### config.mk
export PLATFORM = sky130hd
export DESIGN_NAME = insn_encoder_flat
export DESIGN_NICKNAME = d
export VERILOG_FILES = /design/src/rtl/insn_encoder_pkg.sv /design/src/rtl/insn_encoder_if.sv /design/src/rtl/insn_encoder_pack.sv /design/src/rtl/insn_encoder.sv /design/src/flat_wrapper.sv
export SDC_FILE = /design/constraint.sdc
export NUM_CORES = 1
export LEC_CHECK = 0
export BUFFER_PORTS_ARGS = -buffer_cell sky130_fd_sc_hd__buf_2
export CORE_MARGIN = 4
export CORE_UTILIZATION = 50
export DETAILED_ROUTE_END_ITERATION = 6
export PLACE_DENSITY = 0.76
export SYNTH_ARGS = -nofsm -noshare
export SYNTH_HDL_FRONTEND = slang
export SYNTH_SLANG_ARGS = --single-unit
### constraint.sdc
create_clock -name clk -period 10.1 [get_ports clk]
set_clock_uncertainty 0.05 [all_clocks]
set_input_delay 2.02 -clock clk [delete_from_list [all_inputs] [get_ports clk]]
set_output_delay 2.02 -clock clk [all_outputs]
set_load 0.005 [all_outputs]
### src/rtl/insn_encoder_pkg.sv
// Shared RV32I definitions: one-hot type-code bit positions, major opcodes,
// encoder FSM states and the signed-range helper used by the packer.
package rv32i_pkg;

    localparam int CODE_W = 10;

    // Bit positions inside the one-hot type code (same order as OPDecoder)
    localparam int BIT_JAL    = 0;
    localparam int BIT_JALR   = 1;
    localparam int BIT_LUI    = 2;
    localparam int BIT_AUIPC  = 3;
    localparam int BIT_BRANCH = 4;
    localparam int BIT_RALU   = 5;
    localparam int BIT_STORE  = 6;
    localparam int BIT_IALU   = 7;
    localparam int BIT_LOAD   = 8;
    localparam int BIT_CSR    = 9;

    localparam logic [CODE_W-1:0] CODE_JAL    = 10'b00_0000_0001;
    localparam logic [CODE_W-1:0] CODE_JALR   = 10'b00_0000_0010;
    localparam logic [CODE_W-1:0] CODE_LUI    = 10'b00_0000_0100;
    localparam logic [CODE_W-1:0] CODE_AUIPC  = 10'b00_0000_1000;
    localparam logic [CODE_W-1:0] CODE_BRANCH = 10'b00_0001_0000;
    localparam logic [CODE_W-1:0] CODE_RALU   = 10'b00_0010_0000;
    localparam logic [CODE_W-1:0] CODE_STORE  = 10'b00_0100_0000;
    localparam logic [CODE_W-1:0] CODE_IALU   = 10'b00_1000_0000;
    localparam logic [CODE_W-1:0] CODE_LOAD   = 10'b01_0000_0000;
    localparam logic [CODE_W-1:0] CODE_CSR    = 10'b10_0000_0000;

    // Major opcodes
    localparam logic [6:0] OP_JAL    = 7'b1101111;
    localparam logic [6:0] OP_JALR   = 7'b1100111;
    localparam logic [6:0] OP_LUI    = 7'b0110111;
    localparam logic [6:0] OP_AUIPC  = 7'b0010111;
    localparam logic [6:0] OP_BRANCH = 7'b1100011;
    localparam logic [6:0] OP_RALU   = 7'b0110011;
    localparam logic [6:0] OP_STORE  = 7'b0100011;
    localparam logic [6:0] OP_IALU   = 7'b0010011;
    localparam logic [6:0] OP_LOAD   = 7'b0000011;
    localparam logic [6:0] OP_CSR    = 7'b1110011;

    typedef enum logic [1:0] {
        ST_IDLE  = 2'd0,
        ST_EMIT  = 2'd1,
        ST_EMIT2 = 2'd2
    } enc_state_e;

    // True when value is the sign extension of its low 'bits' bits, i.e.
    // bits [31:bits-1] are all zero or all one.
    function automatic logic fits_signed(input logic [31:0] value, input int unsigned bits);
        logic [31:0] mask;
        mask = 32'hFFFF_FFFF << (bits - 1);
        return ((value & mask) == 32'd0) || ((value & mask) == mask);
    endfunction

endpackage

### src/rtl/insn_encoder_if.sv
// Request/response stream between an instruction producer and the encoder.
// Handshake: a transfer happens on a rising edge where valid && ready; the
// sender holds valid and all payload stable until that edge, and ready may
// depend combinationally on the receiver's state but never on valid.
interface insn_encoder_if;
    import rv32i_pkg::*;

    logic                in_valid;
    logic                in_ready;
    logic [CODE_W-1:0]   in_code;
    logic                in_li;
    logic [4:0]          in_rd;
    logic [4:0]          in_rs1;
    logic [4:0]          in_rs2;
    logic [2:0]          in_funct3;
    logic [6:0]          in_funct7;
    logic [31:0]         in_imm;
    logic                out_valid;
    logic                out_ready;
    logic [31:0]         out_insn;
    logic                out_err;
    logic                out_last;

    // Producer/consumer side (drives requests, accepts words)
    modport master (
        output in_valid, in_code, in_li, in_rd, in_rs1, in_rs2, in_funct3, in_funct7, in_imm,
        output out_ready,
        input  in_ready,
        input  out_valid, out_insn, out_err, out_last
    );

    // Encoder side
    modport slave (
        input  in_valid, in_code, in_li, in_rd, in_rs1, in_rs2, in_funct3, in_funct7, in_imm,
        input  out_ready,
        output in_ready,
        output out_valid, out_insn, out_err, out_last
    );
endinterface

### src/rtl/insn_encoder_pack.sv
// Combinational RV32I packer: scatters fields and immediate into the ISA
// bit positions for the selected format and flags range/one-hot violations.
// For a code with several bits set the lowest set bit selects the format so
// the word is still a deterministic truncated packing.
module insn_pack
    import rv32i_pkg::*;
(
    input  logic [CODE_W-1:0] code_i,
    input  logic [4:0]        rd_i,
    input  logic [4:0]        rs1_i,
    input  logic [4:0]        rs2_i,
    input  logic [2:0]        funct3_i,
    input  logic [6:0]        funct7_i,
    input  logic [31:0]       imm_i,
    output logic [31:0]       insn_o,
    output logic              err_o
);

    logic range_err;

    // Format selection, field scatter and per-format range check
    always_comb begin
        insn_o    = 32'd0;
        range_err = 1'b0;
        if (code_i[BIT_JAL]) begin
            insn_o    = {imm_i[20], imm_i[10:1], imm_i[11], imm_i[19:12], rd_i, OP_JAL};
            range_err = imm_i[0] || !fits_signed(imm_i, 21);
        end else if (code_i[BIT_JALR]) begin
            insn_o    = {imm_i[11:0], rs1_i, funct3_i, rd_i, OP_JALR};
            range_err = !fits_signed(imm_i, 12);
        end else if (code_i[BIT_LUI]) begin
            insn_o    = {imm_i[31:12], rd_i, OP_LUI};
            range_err = (imm_i[11:0] != 12'd0);
        end else if (code_i[BIT_AUIPC]) begin
            insn_o    = {imm_i[31:12], rd_i, OP_AUIPC};
            range_err = (imm_i[11:0] != 12'd0);
        end else if (code_i[BIT_BRANCH]) begin
            insn_o    = {imm_i[12], imm_i[10:5], rs2_i, rs1_i, funct3_i,
                         imm_i[4:1], imm_i[11], OP_BRANCH};
            range_err = imm_i[0] || !fits_signed(imm_i, 13);
        end else if (code_i[BIT_RALU]) begin
            insn_o    = {funct7_i, rs2_i, rs1_i, funct3_i, rd_i, OP_RALU};
        end else if (code_i[BIT_STORE]) begin
            insn_o    = {imm_i[11:5], rs2_i, rs1_i, funct3_i, imm_i[4:0], OP_STORE};
            range_err = !fits_signed(imm_i, 12);
        end else if (code_i[BIT_IALU]) begin
            insn_o    = {imm_i[11:0], rs1_i, funct3_i, rd_i, OP_IALU};
            range_err = !fits_signed(imm_i, 12);
        end else if (code_i[BIT_LOAD]) begin
            insn_o    = {imm_i[11:0], rs1_i, funct3_i, rd_i, OP_LOAD};
            range_err = !fits_signed(imm_i, 12);
        end else if (code_i[BIT_CSR]) begin
            insn_o    = {imm_i[11:5], rs2_i, rs1_i, funct3_i, imm_i[4:0], OP_CSR};
            range_err = !fits_signed(imm_i, 12);
        end
    end

    assign err_o = range_err || !$onehot(code_i);

endmodule

### src/rtl/insn_encoder.sv
// RV32I instruction encoder: accepts decoded fields over a valid/ready
// stream, emits packed words with a one-cycle registered latency and
// expands 'li' into ADDI or LUI(+ADDI).
module insn_encoder
    import rv32i_pkg::*;
(
    input  logic       clk,
    input  logic       rst_n,
    insn_encoder_if.slave bus,
    output enc_state_e dbg_state_o
);

    enc_state_e  state_q;
    logic        out_valid_q;
    logic [31:0] out_insn_q;
    logic        out_err_q;
    logic        out_last_q;
    logic [31:0] pend_insn_q;

    logic [31:0] pk_insn;
    logic        pk_err;
    logic        li_short;
    logic [19:0] li_hi;
    logic [11:0] li_lo;
    logic [31:0] first_insn_d;
    logic        first_err_d;
    logic        first_last_d;
    logic [31:0] pend_insn_d;
    logic        accept;

    insn_pack u_pack (
        .code_i   (bus.in_code),
        .rd_i     (bus.in_rd),
        .rs1_i    (bus.in_rs1),
        .rs2_i    (bus.in_rs2),
        .funct3_i (bus.in_funct3),
        .funct7_i (bus.in_funct7),
        .imm_i    (bus.in_imm),
        .insn_o   (pk_insn),
        .err_o    (pk_err)
    );

    // (imm + 0x800) >> 12: adding 0x800 carries into bit 12 exactly when
    // imm[11] is set, so the upper part is imm[31:12] plus that bit.
    assign li_short = fits_signed(bus.in_imm, 12);
    assign li_hi    = bus.in_imm[31:12] + {19'd0, bus.in_imm[11]};
    assign li_lo    = bus.in_imm[11:0];

    // Select the first word of the request and any queued ADDI follow-up
    always_comb begin
        first_insn_d = pk_insn;
        first_err_d  = pk_err;
        first_last_d = 1'b1;
        pend_insn_d  = {li_lo, bus.in_rd, 3'b000, bus.in_rd, OP_IALU};
        if (bus.in_li) begin
            first_err_d = 1'b0;
            if (li_short) begin
                first_insn_d = {li_lo, 5'd0, 3'b000, bus.in_rd, OP_IALU};
            end else begin
                first_insn_d = {li_hi, bus.in_rd, OP_LUI};
                first_last_d = (li_lo == 12'd0);
            end
        end
    end

    // A new request may enter when idle, or when the final word of the
    // current one is leaving this same cycle.
    assign bus.in_ready = rst_n && ((state_q == ST_IDLE) ||
                          (state_q == ST_EMIT && bus.out_ready && out_last_q));
    assign accept = bus.in_valid && bus.in_ready;

    // Control FSM with the registered output word and queued ADDI
    always_ff @(posedge clk) begin
        if (!rst_n) begin
            state_q     <= ST_IDLE;
            out_valid_q <= 1'b0;
            out_insn_q  <= 32'd0;
            out_err_q   <= 1'b0;
            out_last_q  <= 1'b0;
            pend_insn_q <= 32'd0;
        end else begin
            case (state_q)
                ST_IDLE: begin
                    if (accept) begin
                        state_q     <= ST_EMIT;
                        out_valid_q <= 1'b1;
                        out_insn_q  <= first_insn_d;
                        out_err_q   <= first_err_d;
                        out_last_q  <= first_last_d;
                        pend_insn_q <= pend_insn_d;
                    end
                end
                ST_EMIT: begin
                    if (bus.out_ready) begin
                        if (!out_last_q) begin
                            state_q    <= ST_EMIT2;
                            out_insn_q <= pend_insn_q;
                            out_err_q  <= 1'b0;
                            out_last_q <= 1'b1;
                        end else if (accept) begin
                            out_insn_q  <= first_insn_d;
                            out_err_q   <= first_err_d;
                            out_last_q  <= first_last_d;
                            pend_insn_q <= pend_insn_d;
                        end else begin
                            state_q     <= ST_IDLE;
                            out_valid_q <= 1'b0;
                        end
                    end
                end
                ST_EMIT2: begin
                    if (bus.out_ready) begin
                        state_q     <= ST_IDLE;
                        out_valid_q <= 1'b0;
                    end
                end
                default: begin
                    state_q     <= ST_IDLE;
                    out_valid_q <= 1'b0;
                end
            endcase
        end
    end

    assign bus.out_valid = out_valid_q;
    assign bus.out_insn  = out_insn_q;
    assign bus.out_err   = out_err_q;
    assign bus.out_last  = out_last_q;
    assign dbg_state_o   = state_q;

endmodule

### src/flat_wrapper.sv
// flat-port wrapper written by rule: the top's interface ports become plain ports
module insn_encoder_flat import rv32i_pkg::*;
  (clk, rst_n, dbg_state_o, bus_in_valid, bus_in_code, bus_in_li, bus_in_rd, bus_in_rs1, bus_in_rs2, bus_in_funct3, bus_in_funct7, bus_in_imm, bus_out_ready, bus_in_ready, bus_out_valid, bus_out_insn, bus_out_err, bus_out_last);
  insn_encoder_if bus_i ();
  input  logic clk;
  input  logic rst_n;
  output enc_state_e dbg_state_o;
  input wire logic [$bits(bus_i.in_valid)-1:0] bus_in_valid;
  input wire logic [$bits(bus_i.in_code)-1:0] bus_in_code;
  input wire logic [$bits(bus_i.in_li)-1:0] bus_in_li;
  input wire logic [$bits(bus_i.in_rd)-1:0] bus_in_rd;
  input wire logic [$bits(bus_i.in_rs1)-1:0] bus_in_rs1;
  input wire logic [$bits(bus_i.in_rs2)-1:0] bus_in_rs2;
  input wire logic [$bits(bus_i.in_funct3)-1:0] bus_in_funct3;
  input wire logic [$bits(bus_i.in_funct7)-1:0] bus_in_funct7;
  input wire logic [$bits(bus_i.in_imm)-1:0] bus_in_imm;
  input wire logic [$bits(bus_i.out_ready)-1:0] bus_out_ready;
  output wire logic [$bits(bus_i.in_ready)-1:0] bus_in_ready;
  output wire logic [$bits(bus_i.out_valid)-1:0] bus_out_valid;
  output wire logic [$bits(bus_i.out_insn)-1:0] bus_out_insn;
  output wire logic [$bits(bus_i.out_err)-1:0] bus_out_err;
  output wire logic [$bits(bus_i.out_last)-1:0] bus_out_last;
  assign bus_i.in_valid = bus_in_valid;
  assign bus_i.in_code = bus_in_code;
  assign bus_i.in_li = bus_in_li;
  assign bus_i.in_rd = bus_in_rd;
  assign bus_i.in_rs1 = bus_in_rs1;
  assign bus_i.in_rs2 = bus_in_rs2;
  assign bus_i.in_funct3 = bus_in_funct3;
  assign bus_i.in_funct7 = bus_in_funct7;
  assign bus_i.in_imm = bus_in_imm;
  assign bus_i.out_ready = bus_out_ready;
  assign bus_in_ready = bus_i.in_ready;
  assign bus_out_valid = bus_i.out_valid;
  assign bus_out_insn = bus_i.out_insn;
  assign bus_out_err = bus_i.out_err;
  assign bus_out_last = bus_i.out_last;
  insn_encoder u_core (.clk(clk), .rst_n(rst_n), .bus(bus_i), .dbg_state_o(dbg_state_o));
endmodule
Word level (Yosys, flattened, before mapping)
Index checks and enable logic that the tools add are counted.
Widths: inputs -> output; s select.
{"block": "word_totals", "inputBits": 72, "wordCells": 109, "out_inout_bits": 38, "reg_bits": 69}
{"block": "op_classes", "muxes": 54, "n_reduce_logical": 27, "add_sub_neg": 10, "eq_ne": 12}
{"operator": "$mux 32", "count": 18}
{"operator": "$pmux 32 s2", "count": 2}
{"operator": "$logic_not 32->1", "count": 3}
{"operator": "$mux 1", "count": 25}
{"operator": "$eq 21x21->1 const B", "count": 1}
{"operator": "$add 20x1->20", "count": 1}
{"operator": "$eq 20x20->1 const B", "count": 1}
{"operator": "$eq 12x12->1 const B", "count": 1}
{"operator": "$logic_not 12->1", "count": 1}
{"operator": "$reduce_bool 12->1", "count": 1}
{"operator": "$add 1x1->2", "count": 5}
{"operator": "$mux 2", "count": 5}
{"operator": "$logic_or 1x1->1", "count": 7}
{"operator": "$add 2x2->3", "count": 2}
{"operator": "$ne 2x2->1 const B", "count": 3}
{"operator": "$pmux 2 s3", "count": 1}
{"operator": "$reduce_and 3->1", "count": 2}
{"operator": "$reduce_and 5->1", "count": 1}
{"operator": "$add 3x3->4", "count": 1}
{"operator": "$add 4x2->4", "count": 1}
{"operator": "$eq 4x1->1 const B", "count": 1}
{"operator": "$logic_and 1x1->1", "count": 4}
{"operator": "$logic_not 1->1", "count": 4}
{"operator": "$ne 2x1->1 const B", "count": 2}
{"operator": "9 further kinds", "count": 10}

Depth between registers and ports, before layout
Gate-level depths: netlist of run 1.
{"block": "logic_depth", "word_depth": 19, "depth_mapped": 12, "mapped_depth_nobuf": 12}

Cells and area by module
From an unflattened synthesis of run 1, not the netlist that was laid out.
{"block": "unflattened", "hier_cells": 550, "area_unflattened_um2": 4232.8}
{"mod": "insn_encoder", "seq_area_each_um2": 1101.1, "instances": 1, "cells_each": 399, "area_each_um2": 3200.6}
{"mod": "insn_pack", "seq_area_each_um2": 0.0, "instances": 1, "cells_each": 151, "area_each_um2": 1032.2}

Least setup slack after synthesis of run 1
No wires, ideal clock.
{"block": "synth_path", "kind": "input to register", "startpoint": "input port bus_in_code[0]", "endpoint": "register u_core.out_err_q (netlist: u_core.bus.out_err)", "n_path_buf": 0, "path_stages": 11, "setup_slack_ns": 5.367, "required_ns": 9.928, "setup_time_ns": 0.122, "arrival_ns": 4.561, "cell_sequence": "fa_1 fa_1 inv_1 fa_1 inv_1 ha_1 fa_1 o21ai_0 nand3b_1 a22oi_1 o21ai_1"}
{"block": "synth_via", "elab_chain_cells": 12, "word_cells_on_any_way": 13, "cone_classes": "add/sub (4); eq/ne (1); mux (6); reduce/logical (2)"}
{"element": "start: declaration", "line": "flat_wrapper.sv:9", "rtl": "input wire logic [$bits(bus_i.in_code)-1:0] bus_in_code;"}
{"element": "$add 1x1->2 (implied by the code)", "line": "insn_encoder_pack.sv:58", "rtl": "assign err_o = range_err || !$onehot(code_i);"}
{"element": "$add 2x2->3 (implied by the code)", "line": "insn_encoder_pack.sv:58"}
{"element": "$add 3x3->4 (implied by the code)", "line": "insn_encoder_pack.sv:58"}
{"element": "$add 4x2->4 (implied by the code)", "line": "insn_encoder_pack.sv:58"}
{"element": "$eq 4x1->1", "line": "insn_encoder_pack.sv:58"}
{"element": "$logic_not 1->1", "line": "insn_encoder_pack.sv:58"}
{"element": "$logic_or 1x1->1 (*)", "line": "insn_encoder_pack.sv:58"}
{"element": "$mux 1 (*)", "line": "insn_encoder.sv:55", "rtl": "if (bus.in_li) begin"}
{"element": "$mux 1 (*)", "line": "insn_encoder.sv:84, insn_encoder.sv:100"}
{"element": "$mux 1", "line": "insn_encoder.sv:95", "rtl": "if (!out_last_q) begin"}
{"element": "$mux 1", "line": "insn_encoder.sv:94", "rtl": "if (bus.out_ready) begin"}
{"element": "$pmux 1 s2 (*)", "line": "insn_encoder.sv:82", "rtl": "case (state_q)"}
{"element": "end signal: assignment", "line": "insn_encoder.sv:88", "rtl": "out_err_q <= first_err_d;"}
{"element": "end signal: assignment", "line": "insn_encoder.sv:102", "rtl": "out_err_q <= first_err_d;"}
{"element": "end: declaration", "line": "insn_encoder.sv:16", "rtl": "logic out_err_q;"}
Mark *: on every way between the ends. The rest lies on a longest branch, timed or not. The select of a mux whose other input is x is not followed.
A chain may end at the register's enable or synchronous reset.

Worst setup path after layout of run 1
{"block": "layout_path", "startpoint": "input port rst_n", "endpoint": "output port bus_in_ready"}
{"block": "layout_via", "elab_chain_cells": 1}
{"element": "start: declaration", "line": "flat_wrapper.sv:6", "rtl": "input logic rst_n;"}
{"element": "$logic_and 1x1->1", "line": "insn_encoder.sv:68", "rtl": "assign bus.in_ready = rst_n && ((state_q == ST_IDLE) ||"}
{"element": "end: declaration", "line": "flat_wrapper.sv:18", "rtl": "output wire logic [$bits(bus_i.in_ready)-1:0] bus_in_ready;"}
No other way between the ends.

==> impl_metrics.sql, run 1 <==
INSERT INTO impl_metrics (metric_group, metric, value, unit) VALUES
('cts', 'numCtsBuffers', '5', ''),
('yosys', 'syn_nets', '624', ''),
('timing', 'slew_headroom', '33.4', '%'),
('grt', 'grt_start_max_net_pins', '56', ''),
('timing', 'max_slew_vio_count', '0', ''),
('timing', 'grt_setup_unrepaired', 'no', ''),
('yosys', 'syn_avg_cell_area', '7.61', 'µm²'),
('critical_path', 'timing.rr.start', 'u_core.dbg_state_o[0]', ''),
('critical_path', 'timing.critical_path.slowest_stage_cell', 'sky130_fd_sc_hd__buf_2', ''),
('floorplan', 'die_x', '98.7', 'µm'),
('grt', 'antenna_found_initial', '0', ''),
('grt', 'first_global_vias', '4331', ''),
('cts', 'root_buffer', 'sky130_fd_sc_hd__clkbuf_8', ''),
('floorplan', 'floorplan.core_area', '0.00785', 'mm²'),
('route', 'detail_route.drc_violations', '0', ''),
('worst_hold_path', 'min_to', 'u_core.pend_insn_q[25]', ''),
('route', 'drt-pass1-iter-count', '7', ''),
('run', 'drv_cap', '0', ''),
('critical_path', 'ff2ff_path_depth', '6', ''),
('cts', 'cts.htree.levels', '2', ''),
('cells_and_area', 'antenna_cells', '0', ''),
('critical_path', 'reg2reg_capture_point', 'u_core.bus.out_insn[27]', ''),
('yosys', 'ys_dominant_reg_cell', 'sky130_fd_sc_hd__dfxtp_1', ''),
('critical_path', 'cp_cell_sequence', 'buf_2 > nand2b_1 > nor2_1 > buf_2', ''),
('timing', 'finalHoldWorstSlack', '411', 'ps'),
('grt', 'grt_first_pass_wirelength', '22.4', 'mm'),
('floorplan', 'row_count', '32', ''),
('route', 'detailroute.via_count', '4676', ''),
('timing', 'hold_viol_final', '0', ''),
('critical_path', 'criticalPathCategory', 'input pin to output pin', ''),
('worst_hold_path', 'hold_depth', '2', ''),
('floorplan', 'initial_core_util', '52.5', '%'),
('status', 'outcome', 'completed', ''),
('critical_path', 'critical_path_buf_inv_count', '2', ''),
('route', 'viasPerCell', '6.49', ''),
('cts', 'postCtsSetupRepairBufs', '0', ''),
('yosys', 'ys_top_cells_by_area', 'sky130_fd_sc_hd__dfxtp_1 27%, sky130_fd_sc_hd__nand2_1 7.6%, sky130_fd_sc_hd__nand3_1 4.6%', ''),
('route', 'wl', '14.1', 'mm'),
('critical_path', 'r2r_slack', '7570', 'ps'),
('cts', 'cts_hold_buf', '0', ''),
('power_and_ir_drop', 'power.static_leakage', '1.98', 'nW'),
('route', 'drt-wirelength-per-cell', '19.6', 'µm'),
('timing', 'timing.final.crit_period', '5330', 'ps'),
('cts', 'cts_repair_resize_count', '0', ''),
('critical_path', 'critPathMostFrequentCell', 'sky130_fd_sc_hd__buf_2', ''),
('yosys', 'synth_enable_flop_cells', '0', ''),
('cells_and_area', 'drive_gt1_share', '23.1', '%'),
('grt', 'grt_overflow', '0', ''),
('critical_path', 'timing.critical_path.slowest_cell_delay', '690', 'ps'),
('cts', 'clock_tree.buffer_depth', '2', ''),
('timing', 'setup-tns-final', '0', 'ps'),
('grt', 'busiest_layer', 'met2', ''),
('yosys', 'number_of_storage_elements_in_the_synthesis_netlist', '55', ''),
('placement', 'place_congestion', '0.996', ''),
('route', 'route.antenna.remaining_nets', '0', ''),
('timing', 'finalCritPeriodShare', '52.8', '%'),
('critical_path', 'worst_setup_path_end_kind', 'output pin', ''),
('timing', 'clock.fmax', '187', 'MHz'),
('route', 'drtIter0Drc', '589', ''),
('grt', 'global_route.usage.met1', '37.3', '%'),
('critical_path', 'critPathRequiredTime', '8030', 'ps'),
('yosys', 'synth_largest_type_area_fraction', '26.7', '%'),
('grt', 'global_route.usage.total', '28.4', '%'),
('power_and_ir_drop', 'worst_ir_drop_vdd', '0.0000721', 'V'),
('cells_and_area', 'area_growth', '14.2', '%'),
('worst_hold_path', 'holdCritStartpoint', 'u_core.pend_insn_q[25]', ''),
('yosys', 'synthesis.instances', '541', ''),
('yosys', 'ys_top_cells_by_count', '83 x sky130_fd_sc_hd__nand2_1, 55 x sky130_fd_sc_hd__dfxtp_1, 38 x sky130_fd_sc_hd__nand3_1, 38 x sky130_fd_sc_hd__nor2_1, 32 x sky130_fd_sc_hd__o21ai_0', ''),
('cts', 'worstSkewPairLatency', '310', 'ps'),
('cells_and_area', 'nFillCells', '765', ''),
('placement', 'dpl.hpwl', '10.8', 'mm');
-- flip-flops by register name (all words and copies together) (netlist names) --
name                  cells
u_core.bus.out_err        1
u_core.bus.out_insn      32
u_core.bus.out_last       1
u_core.bus.out_valid      1
u_core.dbg_state_o        2
u_core.pend_insn_q       18
-- report_power, final --
| group | switching [mW] | total (mW) | internal, mW |
|---|---|---|---|
| clock | 0.0730 | 0.153 | 0.0804 |
| combinational | 0.0973 | 0.163 | 0.0655 |
| sequential | 0.0152 | 0.252 | 0.237 |
-- cell families (layout without fill, tap and decap cells) --
logic type                 after synthesis  in the layout  share of synthesized area (%)
AOI/OAI and AO/OA                      155            155                           26.9
xor gates and xnor gates                14             14                           2.98
adders and majority gates               11             11                           4.44
buffers and inverters                   58            135                           6.87
DFF                                     55             55                           26.7
muxes                                    2              2                          0.517
and+or+nand+nor                        246            246                           31.6
-- worst max path at each step --
| stage | from | cells past startpoint | slack [ps] | to |
|---|---|---|---|---|
| 2_1_floorplan | bus_in_code[0] | 11 | 5370 | u_core.bus.out_err |
| 3_3_place_gp | rst_n | 4 | 4850 | bus_in_ready |
| 3_5_place_dp | rst_n | 4 | 4800 | bus_in_ready |
| 4_1_cts | rst_n | 4 | 4800 | bus_in_ready |
| 5_1_grt | rst_n | 4 | 4640 | bus_in_ready |
| 6_report | rst_n | 4 | 4770 | bus_in_ready |
-- tightest hold or removal path, delay by kind of cell, from the launching register on --
kind / cells / cell delay, ps
DFF: 1 / 320
and+or+nand+nor: 2 / 110
-- final cells by class --
| type | instances | area (µm²) | area share [%] |
|---|---|---|---|
| Clock buffer | 6 | 82.6 | 1.76 |
| Clock inverter | 2 | 35.0 | 0.745 |
| Inverter | 16 | 60.1 | 1.28 |
| Multi-Input combinational cell | 428 | 2730 | 58.1 |
| Sequential cell | 55 | 1100 | 23.4 |
| Tap cell | 102 | 128 | 2.72 |
| Timing Repair Buffer | 111 | 561 | 11.9 |
-- cells in the final DEF (no fill, tap or decap), types with 3 or more instances in the layout --
| cell type | n |
|---|---|
| sky130_fd_sc_hd__nor3_1 | 15 |
| sky130_fd_sc_hd__inv_1 | 16 |
| sky130_fd_sc_hd__o21ai_0 | 32 |
| sky130_fd_sc_hd__a221o_1 | 7 |
| sky130_fd_sc_hd__clkbuf_8 | 6 |
| sky130_fd_sc_hd__xor2_1 | 4 |
| sky130_fd_sc_hd__dfxtp_1 | 55 |
| sky130_fd_sc_hd__xnor2_1 | 10 |
| sky130_fd_sc_hd__ha_1 | 5 |
| sky130_fd_sc_hd__a221oi_1 | 8 |
| sky130_fd_sc_hd__nand3_1 | 38 |
| sky130_fd_sc_hd__nor2_2 | 3 |
| sky130_fd_sc_hd__nand3b_1 | 3 |
| sky130_fd_sc_hd__nand2b_1 | 6 |
| sky130_fd_sc_hd__a21oi_1 | 27 |
| sky130_fd_sc_hd__and2_1 | 3 |
| sky130_fd_sc_hd__a21boi_0 | 3 |
| sky130_fd_sc_hd__o31ai_1 | 5 |
| sky130_fd_sc_hd__nand4_1 | 12 |
| sky130_fd_sc_hd__a31oi_1 | 8 |
| sky130_fd_sc_hd__fa_1 | 6 |
| sky130_fd_sc_hd__and3_1 | 7 |
| sky130_fd_sc_hd__o211ai_1 | 9 |
| sky130_fd_sc_hd__nand2_1 | 83 |
| sky130_fd_sc_hd__a22o_1 | 8 |
| sky130_fd_sc_hd__nor4_1 | 10 |
| sky130_fd_sc_hd__and4_1 | 3 |
| sky130_fd_sc_hd__nor2_1 | 38 |
| sky130_fd_sc_hd__o221ai_1 | 7 |
| sky130_fd_sc_hd__a2bb2oi_1 | 4 |
| sky130_fd_sc_hd__a22oi_1 | 8 |
| sky130_fd_sc_hd__a311o_1 | 4 |
| sky130_fd_sc_hd__buf_2 | 109 |
-- metrics by stage --
step	total power [mW]	utilization, %	worst slack, ps	std cells	cell area [µm²]
finish	0.569	59.9	4770	720	4700
global route	0.600	59.9	4640	720	4700
CTS	0.569	59.9	4800	720	4700
detailed placement	0.417	58.4	4800	712	4580
global placement	0.413	58.4	4850	712	4580
floorplan	0.355	-	5370	541	4120
-- metal layers --
| metal | vias to the layer above | part of all wire [%] |
|---|---|---|
| li1 | 2154 | - |
| met1 | 2178 | 40 |
| met2 | 290 | 47 |
| met3 | 54 | 9.8 |
| met4 | 0 | 3.7 |
| met5 | - | 0 |
(Power assumes the default switching activity.)
==> inputs of run 2 (changes only) <==
Clock period 10.1 ns to 5.4 ns, I/O delays scaled along.
==> impl_metrics.sql, run 2 (synthesis gave the netlist of run 1 again) <==
INSERT INTO impl_metrics (metric_group, metric, value, unit) VALUES
('timing', 'max_slew_vio_count', '0', ''),
('placement', 'place_congestion', '1.02', ''),
('cells_and_area', 'final_net_count', '700', ''),
('grt', 'antenna_found_initial', '0', ''),
('floorplan', 'initial_core_util', '52.5', '%'),
('cells_and_area', 'most-common-layout-cells', '109 x sky130_fd_sc_hd__buf_2, 83 x sky130_fd_sc_hd__nand2_1, 55 x sky130_fd_sc_hd__dfxtp_1', ''),
('power_and_ir_drop', 'total_power_divided_by_cell_area', '219', 'mW/mm²'),
('cells_and_area', 'antenna_cells', '0', ''),
('floorplan', 'floorplan.die.height', '98.7', 'µm'),
('route', 'detail_route.drc_violations', '1', ''),
('cells_and_area', 'nFillCells', '784', ''),
('grt', 'grt_first_pass_wirelength', '22.0', 'mm'),
('floorplan', 'die_x', '98.7', 'µm'),
('power_and_ir_drop', 'worst_ir_drop_vdd', '0.000149', 'V'),
('route', 'drt-wirelength-per-cell', '19.7', 'µm'),
('cts', 'cts_repair_resize_count', '0', ''),
('run', 'drv_cap', '0', ''),
('grt', 'grt_overflow', '0', ''),
('critical_path', 'timing.rr.start', 'u_core.dbg_state_o[0]', ''),
('cells_and_area', 'area_growth', '13.5', '%'),
('cells_and_area', 'final_common_cell', 'sky130_fd_sc_hd__buf_2', ''),
('worst_hold_path', 'holdCritStartpoint', 'u_core.pend_insn_q[27]', ''),
('timing', 'finalCritPeriodShare', '69.2', '%'),
('worst_hold_path', 'min_to', 'u_core.pend_insn_q[27]', ''),
('route', 'detailroute.via_count', '4620', ''),
('route', 'viasPerCell', '6.42', ''),
('grt', 'global_route.usage.total', '28.1', '%'),
('power_and_ir_drop', 'power.static_leakage', '1.97', 'nW'),
('grt', 'first_global_vias', '4149', ''),
('timing', 'timing_worst_slew_pin_value', '985', 'ps'),
('grt', 'grt_start_max_net_pins', '56', ''),
('placement', 'io_buffers', '109', ''),
('critical_path', 'r2r_slack', '2810', 'ps'),
('placement', 'dp_worst_setup_slack', '1300', 'ps'),
('status', 'failed_checks', 'DRC', ''),
('cts', 'worstSkewPairLatency', '320', 'ps'),
('route', 'route.antenna.remaining_nets', '0', ''),
('cts', 'cts_hold_buf', '0', ''),
('timing', 'timing.final.setup_violations', '0', ''),
('critical_path', 'criticalPathCategory', 'input pin to register', ''),
('cells_and_area', 'drive_gt1_share', '23.1', '%'),
('timing', 'slew_headroom', '34.3', '%'),
('critical_path', 'timing.critical_path.fanout_max', '11', ''),
('floorplan', 'io_pins', '110', ''),
('cells_and_area', 'largest_register_ff_count', '32', ''),
('cts', 'numClockSinks', '55', ''),
('timing', 'timing.final.crit_period', '3740', 'ps'),
('floorplan', 'row_count', '32', ''),
('status', 'outcome', 'finished, violations left', ''),
('worst_hold_path', 'hold_depth', '2', ''),
('cts', 'cts.htree.levels', '2', ''),
('critical_path', 'reg2reg_capture_point', 'u_core.bus.out_insn[27]', ''),
('placement', 'dpl.hpwl', '10.8', 'mm'),
('timing', 'clock.fmax', '268', 'MHz'),
('route', 'wl', '14.2', 'mm'),
('route', 'drt-pass1-iter-count', '7', ''),
('worst_hold_path', 'hold_path.class', 'register to register', ''),
('timing', 'setup-tns-final', '0', 'ps'),
('cts', 'postCtsSetupRepairBufs', '0', ''),
('critical_path', 'critPathArrivalTime', '3900', 'ps'),
('timing', 'hold_viol_final', '0', ''),
('cts', 'cts.reportedPaths.clkPinSlew', '120', 'ps'),
('floorplan', 'floorplan.core_area', '0.00785', 'mm²'),
('critical_path', 'worst_setup_path_start_kind', 'input pin', ''),
('critical_path', 'critPathRequiredTime', '5560', 'ps'),
('critical_path', 'ff2ff_path_depth', '6', ''),
('timing', 'grt_setup_unrepaired', 'no', ''),
('route', 'drtIter0Drc', '478', ''),
('floorplan', 'floorplan.die_area', '0.00975', 'mm²'),
('timing', 'worst_slack', '1660', 'ps'),
('cts', 'tritoncts', 'built', ''),
('cts', 'numCtsBuffers', '5', ''),
('cts', 'clock_tree.buffer_depth', '2', ''),
('cts', 'root_buffer', 'sky130_fd_sc_hd__clkbuf_8', ''),
('critical_path', 'worst_setup_path_end_kind', 'register', '');
## run 2: cell types whose count changed in the layout (fill, tap and decap cells not counted)
cell and change:
sky130_fd_sc_hd__bufinv_16 -1, sky130_fd_sc_hd__clkbuf_8 -1, sky130_fd_sc_hd__clkinv_4 +1, sky130_fd_sc_hd__inv_6 +1
## run 2: worst max-delay path: stages
cell                       delay, ps
sky130_fd_sc_hd__buf_2           220
sky130_fd_sc_hd__fa_1            470
sky130_fd_sc_hd__fa_1            510
sky130_fd_sc_hd__inv_1            50
sky130_fd_sc_hd__fa_1            470
sky130_fd_sc_hd__inv_1            40
sky130_fd_sc_hd__ha_1            200
sky130_fd_sc_hd__fa_1            380
sky130_fd_sc_hd__o21ai_0         160
sky130_fd_sc_hd__nand3b_1         80
sky130_fd_sc_hd__a22oi_1         150
sky130_fd_sc_hd__o21ai_1          90
## run 2: metrics by stage
stage          instances  hold slack [ps]  total power [mW]  cell area, µm²  utilization (%)
2_1_floorplan        541              381             0.664            4120                -
3_3_place_gp         712              394             0.771            4580             58.4
3_5_place_dp         712              398             0.778            4580             58.4
4_1_cts              720              416              1.02            4670             59.6
5_1_grt              720              441              1.08            4670             59.6
6_report             720              413              1.02            4670             59.6
## run 2: worst max-delay path by stage
stage | start | end | slack, ps | depth (start not counted)
3_3_place_gp | bus_in_code[1] | u_core.bus.out_err | 1370 | 12
4_1_cts | bus_in_code[1] | u_core.bus.out_err | 1640 | 12
2_1_floorplan | bus_in_code[0] | u_core.bus.out_err | 1610 | 11
3_5_place_dp | bus_in_code[1] | u_core.bus.out_err | 1300 | 12
5_1_grt | bus_in_code[1] | u_core.bus.out_err | 1440 | 12
6_report | bus_in_code[1] | u_core.bus.out_err | 1660 | 12
## run 2: where the power goes
group / internal, mW / total [mW] / switching (mW)
Clock: 0.0936 / 0.248 / 0.154
Sequential: 0.444 / 0.472 / 0.0286
Combinational: 0.122 / 0.302 / 0.180
Total: 0.659 / 1.02 / 0.363
## run 2: final cells by class
class / instances / area [µm²] / share of cell area (%)
Sequential cell: 55 / 1100 / 23.6
Multi-Input combinational cell: 428 / 2730 / 58.5
Timing Repair Buffer: 111 / 561 / 12.0
Clock buffer: 5 / 68.8 / 1.47
Inverter: 16 / 60.1 / 1.29
Clock inverter: 3 / 22.5 / 0.482
Tap cell: 102 / 128 / 2.73
## run 2: routing by layer
metal	track usage, %	share of wire, %	vias up
li1	-	-	2162
met1	38.0	40	2133
met2	45.7	46	281
met3	4.88	11	44
met4	8.93	3.2	0
met5	0	0	-
==> inputs of run 3 (changes only) <==
Settings changed: ABC_AREA set to 1.
Clock period 5.4 ns to 3.6 ns, I/O delays scaled along.
==> impl_metrics.sql, run 3 <==
INSERT INTO impl_metrics (metric_group, metric, value, unit) VALUES
('yosys', 'number_of_storage_elements_in_the_synthesis_netlist', '55', ''),
('worst_hold_path', 'hold_depth', '2', ''),
('cells_and_area', 'final_common_cell', 'sky130_fd_sc_hd__nand2_1', ''),
('yosys', 'synth_largest_type_area_fraction', '25.1', '%'),
('timing', 'finalCritPeriodShare', '95.9', '%'),
('route', 'drt-pass1-iter-count', '5', ''),
('floorplan', 'floorplan.core_area', '0.00838', 'mm²'),
('floorplan', 'floorplan.die.height', '102', 'µm'),
('route', 'route.antenna.remaining_nets', '0', ''),
('cts', 'cts_repair_resize_count', '0', ''),
('route', 'wl', '15.3', 'mm'),
('cells_and_area', 'final_net_count', '908', ''),
('timing', 'clock.fmax', '290', 'MHz'),
('critical_path', 'r2r_slack', '1220', 'ps'),
('grt', 'grt_overflow', '0', ''),
('critical_path', 'worst_setup_path_end_kind', 'register', ''),
('placement', 'dpl-instance-area', '0.00497', 'mm²'),
('grt', 'first_global_vias', '5035', ''),
('yosys', 'yosys.cell_types.count', '42', ''),
('critical_path', 'critPathRequiredTime', '3770', 'ps'),
('yosys', 'syn_avg_cell_area', '6.04', 'µm²'),
('cts', 'cts.htree.levels', '2', ''),
('yosys', 'ys.warnings.count', '0', ''),
('critical_path', 'criticalPathCategory', 'input pin to register', ''),
('floorplan', 'row_count', '33', ''),
('cts', 'tritoncts', 'built', ''),
('cts', 'postCtsSetupRepairBufs', '0', ''),
('cts', 'cts_hold_buf', '0', ''),
('yosys', 'synth_top_area_cell', 'sky130_fd_sc_hd__dfxtp_1', ''),
('timing', 'timing_worst_slew_pin_value', '837', 'ps'),
('timing', 'setup-tns-final', '0', 'ps'),
('yosys', 'seq_area_frac_synth', '25.1', '%'),
('power_and_ir_drop', 'power.static_leakage', '2.60', 'nW'),
('placement', 'io_buffers', '109', ''),
('timing', 'max_slew_vio_count', '0', ''),
('yosys', 'netlist_area', '0.00439', 'mm²'),
('cells_and_area', 'largest_register_ff_count', '32', ''),
('critical_path', 'worst_setup_path_start_kind', 'input pin', ''),
('floorplan', 'io_pins', '110', ''),
('route', 'detailroute.via_count', '5202', ''),
('floorplan', 'die_x', '102', 'µm'),
('grt', 'grt_first_pass_wirelength', '24.6', 'mm'),
('worst_hold_path', 'hold_path.class', 'register to register', ''),
('yosys', 'synthesis.instances', '727', ''),
('route', 'drt-wirelength-per-cell', '16.4', 'µm'),
('placement', 'dpl.hpwl', '12.0', 'mm'),
('yosys', 'synth_enable_flop_cells', '0', ''),
('power_and_ir_drop', 'worst_ir_drop_vdd', '0.000403', 'V'),
('critical_path', 'critPathArrivalTime', '3630', 'ps'),
('worst_hold_path', 'holdCritStartpoint', 'u_core.pend_insn_q[4]', ''),
('cells_and_area', 'stdcell_area', '0.00510', 'mm²'),
('cells_and_area', 'most-common-layout-cells', '209 x sky130_fd_sc_hd__nand2_1, 109 x sky130_fd_sc_hd__buf_2, 87 x sky130_fd_sc_hd__inv_1', ''),
('cts', 'worstSkewPairLatency', '320', 'ps'),
('timing', 'timing.final.crit_period', '3450', 'ps'),
('route', 'viasPerCell', '5.59', ''),
('cts', 'clock_tree.buffer_depth', '2', ''),
('cts', 'root_buffer', 'sky130_fd_sc_hd__clkbuf_8', ''),
('worst_hold_path', 'min_to', 'u_core.pend_insn_q[4]', ''),
('yosys', 'ys_async_sr_fraction', '0', '%'),
('floorplan', 'initial_core_util', '52.4', '%'),
('grt', 'antenna_found_initial', '0', ''),
('placement', 'place_congestion', '0.959', ''),
('cts', 'numClockSinks', '55', ''),
('route', 'drtIter0Drc', '347', ''),
('timing', 'slew_headroom', '44.2', '%'),
('yosys', 'yosys.cell_count.top_type', 'sky130_fd_sc_hd__nand2_1', ''),
('status', 'outcome', 'completed', ''),
('cts', 'numCtsBuffers', '5', ''),
('critical_path', 'ff2ff_path_depth', '10', ''),
('floorplan', 'floorplan.die_area', '0.0103', 'mm²'),
('timing', 'hold_viol_final', '0', ''),
('critical_path', 'timing.rr.start', 'u_core.bus.out_last', ''),
('cells_and_area', 'area_growth', '16.2', '%'),
('yosys', 'syn_nets', '810', ''),
('timing', 'timing.final.setup_violations', '0', ''),
('timing', 'finalHoldWorstSlack', '412', 'ps'),
('timing', 'grt_setup_unrepaired', 'no', ''),
('critical_path', 'timing.critical_path.fanout_max', '2', ''),
('cells_and_area', 'drive_gt1_share', '19.2', '%'),
('run', 'drv_cap', '0', ''),
('power_and_ir_drop', 'total_power_divided_by_cell_area', '501', 'mW/mm²'),
('yosys', 'ys_top_cells_by_count', '209 x sky130_fd_sc_hd__nand2_1, 87 x sky130_fd_sc_hd__inv_1, 74 x sky130_fd_sc_hd__nor2_1, 68 x sky130_fd_sc_hd__nand3_1', ''),
('yosys', 'ys_dominant_reg_cell', 'sky130_fd_sc_hd__dfxtp_1', ''),
('grt', 'grt_start_max_net_pins', '42', ''),
('yosys', 'ys_top_cells_by_area', 'sky130_fd_sc_hd__dfxtp_1 25%, sky130_fd_sc_hd__nand2_1 18%, sky130_fd_sc_hd__nand3_1 7.8%', ''),
('cts', 'cts.reportedPaths.clkPinSlew', '100', 'ps'),
('cells_and_area', 'antenna_cells', '0', ''),
('critical_path', 'reg2reg_capture_point', 'u_core.bus.out_insn[1]', ''),
('grt', 'global_route.usage.total', '30.3', '%'),
('route', 'detail_route.drc_violations', '0', '');
==> run 3: changes by cell type after synthesis, moves of 8 or more <==
cell	previous run	this run
sky130_fd_sc_hd__xnor2_1	10	0
sky130_fd_sc_hd__nor3_1	15	6
sky130_fd_sc_hd__a22oi_1	8	0
sky130_fd_sc_hd__nor4_1	10	0
sky130_fd_sc_hd__nor2_1	38	74
sky130_fd_sc_hd__a21oi_1	27	55
sky130_fd_sc_hd__o22ai_1	2	10
sky130_fd_sc_hd__nand3_1	38	68
sky130_fd_sc_hd__inv_1	16	87
sky130_fd_sc_hd__o21ai_0	32	41
sky130_fd_sc_hd__nand2_1	83	209
sky130_fd_sc_hd__buf_2	18	8
==> run 3: critical path, stage by stage <==
cell and delay (ps):
sky130_fd_sc_hd__buf_2 120, sky130_fd_sc_hd__fa_1 510, sky130_fd_sc_hd__fa_1 520, sky130_fd_sc_hd__inv_1 50, sky130_fd_sc_hd__fa_1 480, sky130_fd_sc_hd__inv_1 40, sky130_fd_sc_hd__ha_1 200, sky130_fd_sc_hd__fa_2 430
sky130_fd_sc_hd__a2111oi_2 280, sky130_fd_sc_hd__nand2_1 80, sky130_fd_sc_hd__nand2_1 60, sky130_fd_sc_hd__nand2_1 50, sky130_fd_sc_hd__nand2_1 50, sky130_fd_sc_hd__nand2_1 40
==> run 3: power by group <==
group	leakage, nW	switching [mW]	internal [mW]	total, mW
registers	0.452	0.122	0.783	0.904
clock network	0.0654	0.220	0.278	0.499
logic	2.09	0.713	0.443	1.16
total	2.60	1.05	1.50	2.56
==> run 3: area by class of cell <==
| type | instances | area (µm²) |
|---|---|---|
| multi-input combinational | 551 | 2770 |
| sequential | 55 | 1100 |
| timing repair buffer | 119 | 621 |
| clock buffer | 6 | 72.6 |
| tap | 105 | 131 |
| inverter | 93 | 349 |
| fill | 861 | 3280 |
| clock inverter | 2 | 60.1 |
==> run 3: worst max-delay path by stage <==
stage | slack, ps | cells after the start | endpoint | startpoint
floorplan | 3 | 13 | u_core.bus.out_err | bus_in_code[0]
global placement | -230 | 14 | u_core.bus.out_err | bus_in_code[0]
detailed placement | -250 | 14 | u_core.bus.out_err | bus_in_code[0]
CTS | 100 | 14 | u_core.bus.out_err | bus_in_code[0]
global route | 5 | 14 | u_core.bus.out_err | bus_in_code[0]
finish | 150 | 14 | u_core.bus.out_err | bus_in_code[0]
==> run 3: kinds of logic after synthesis <==
logic type | after synthesis | share of synthesized area, %
flops | 55 | 25.1
xor+xnor | 9 | 1.80
buf+inv | 121 | 12.1
simple gates | 388 | 38.0
fa+ha+maj | 11 | 4.16
compound gates | 143 | 18.9
==> run 3: metal layers <==
layer | global-route usage (%) | routed length [µm] | vias up
met5 | 0 | 0 | -
li1 | - | - | 2559
met1 | 38.1 | 6220 | 2375
met3 | 6.40 | 1320 | 25
met4 | 9.51 | 336 | 0
met2 | 51.9 | 7380 | 243
==> run 3: stage by stage <==
stage / cells / util (%) / setup slack (ps) / power, mW
2_1_floorplan: 727 / - / 3.17 / 1.67
3_3_place_gp: 923 / 59.3 / -226 / 2.02
3_5_place_dp: 923 / 59.3 / -252 / 2.06
4_1_cts: 931 / 60.8 / 95.1 / 2.56
5_1_grt: 931 / 60.9 / 5.49 / 2.77
6_report: 931 / 60.9 / 147 / 2.56
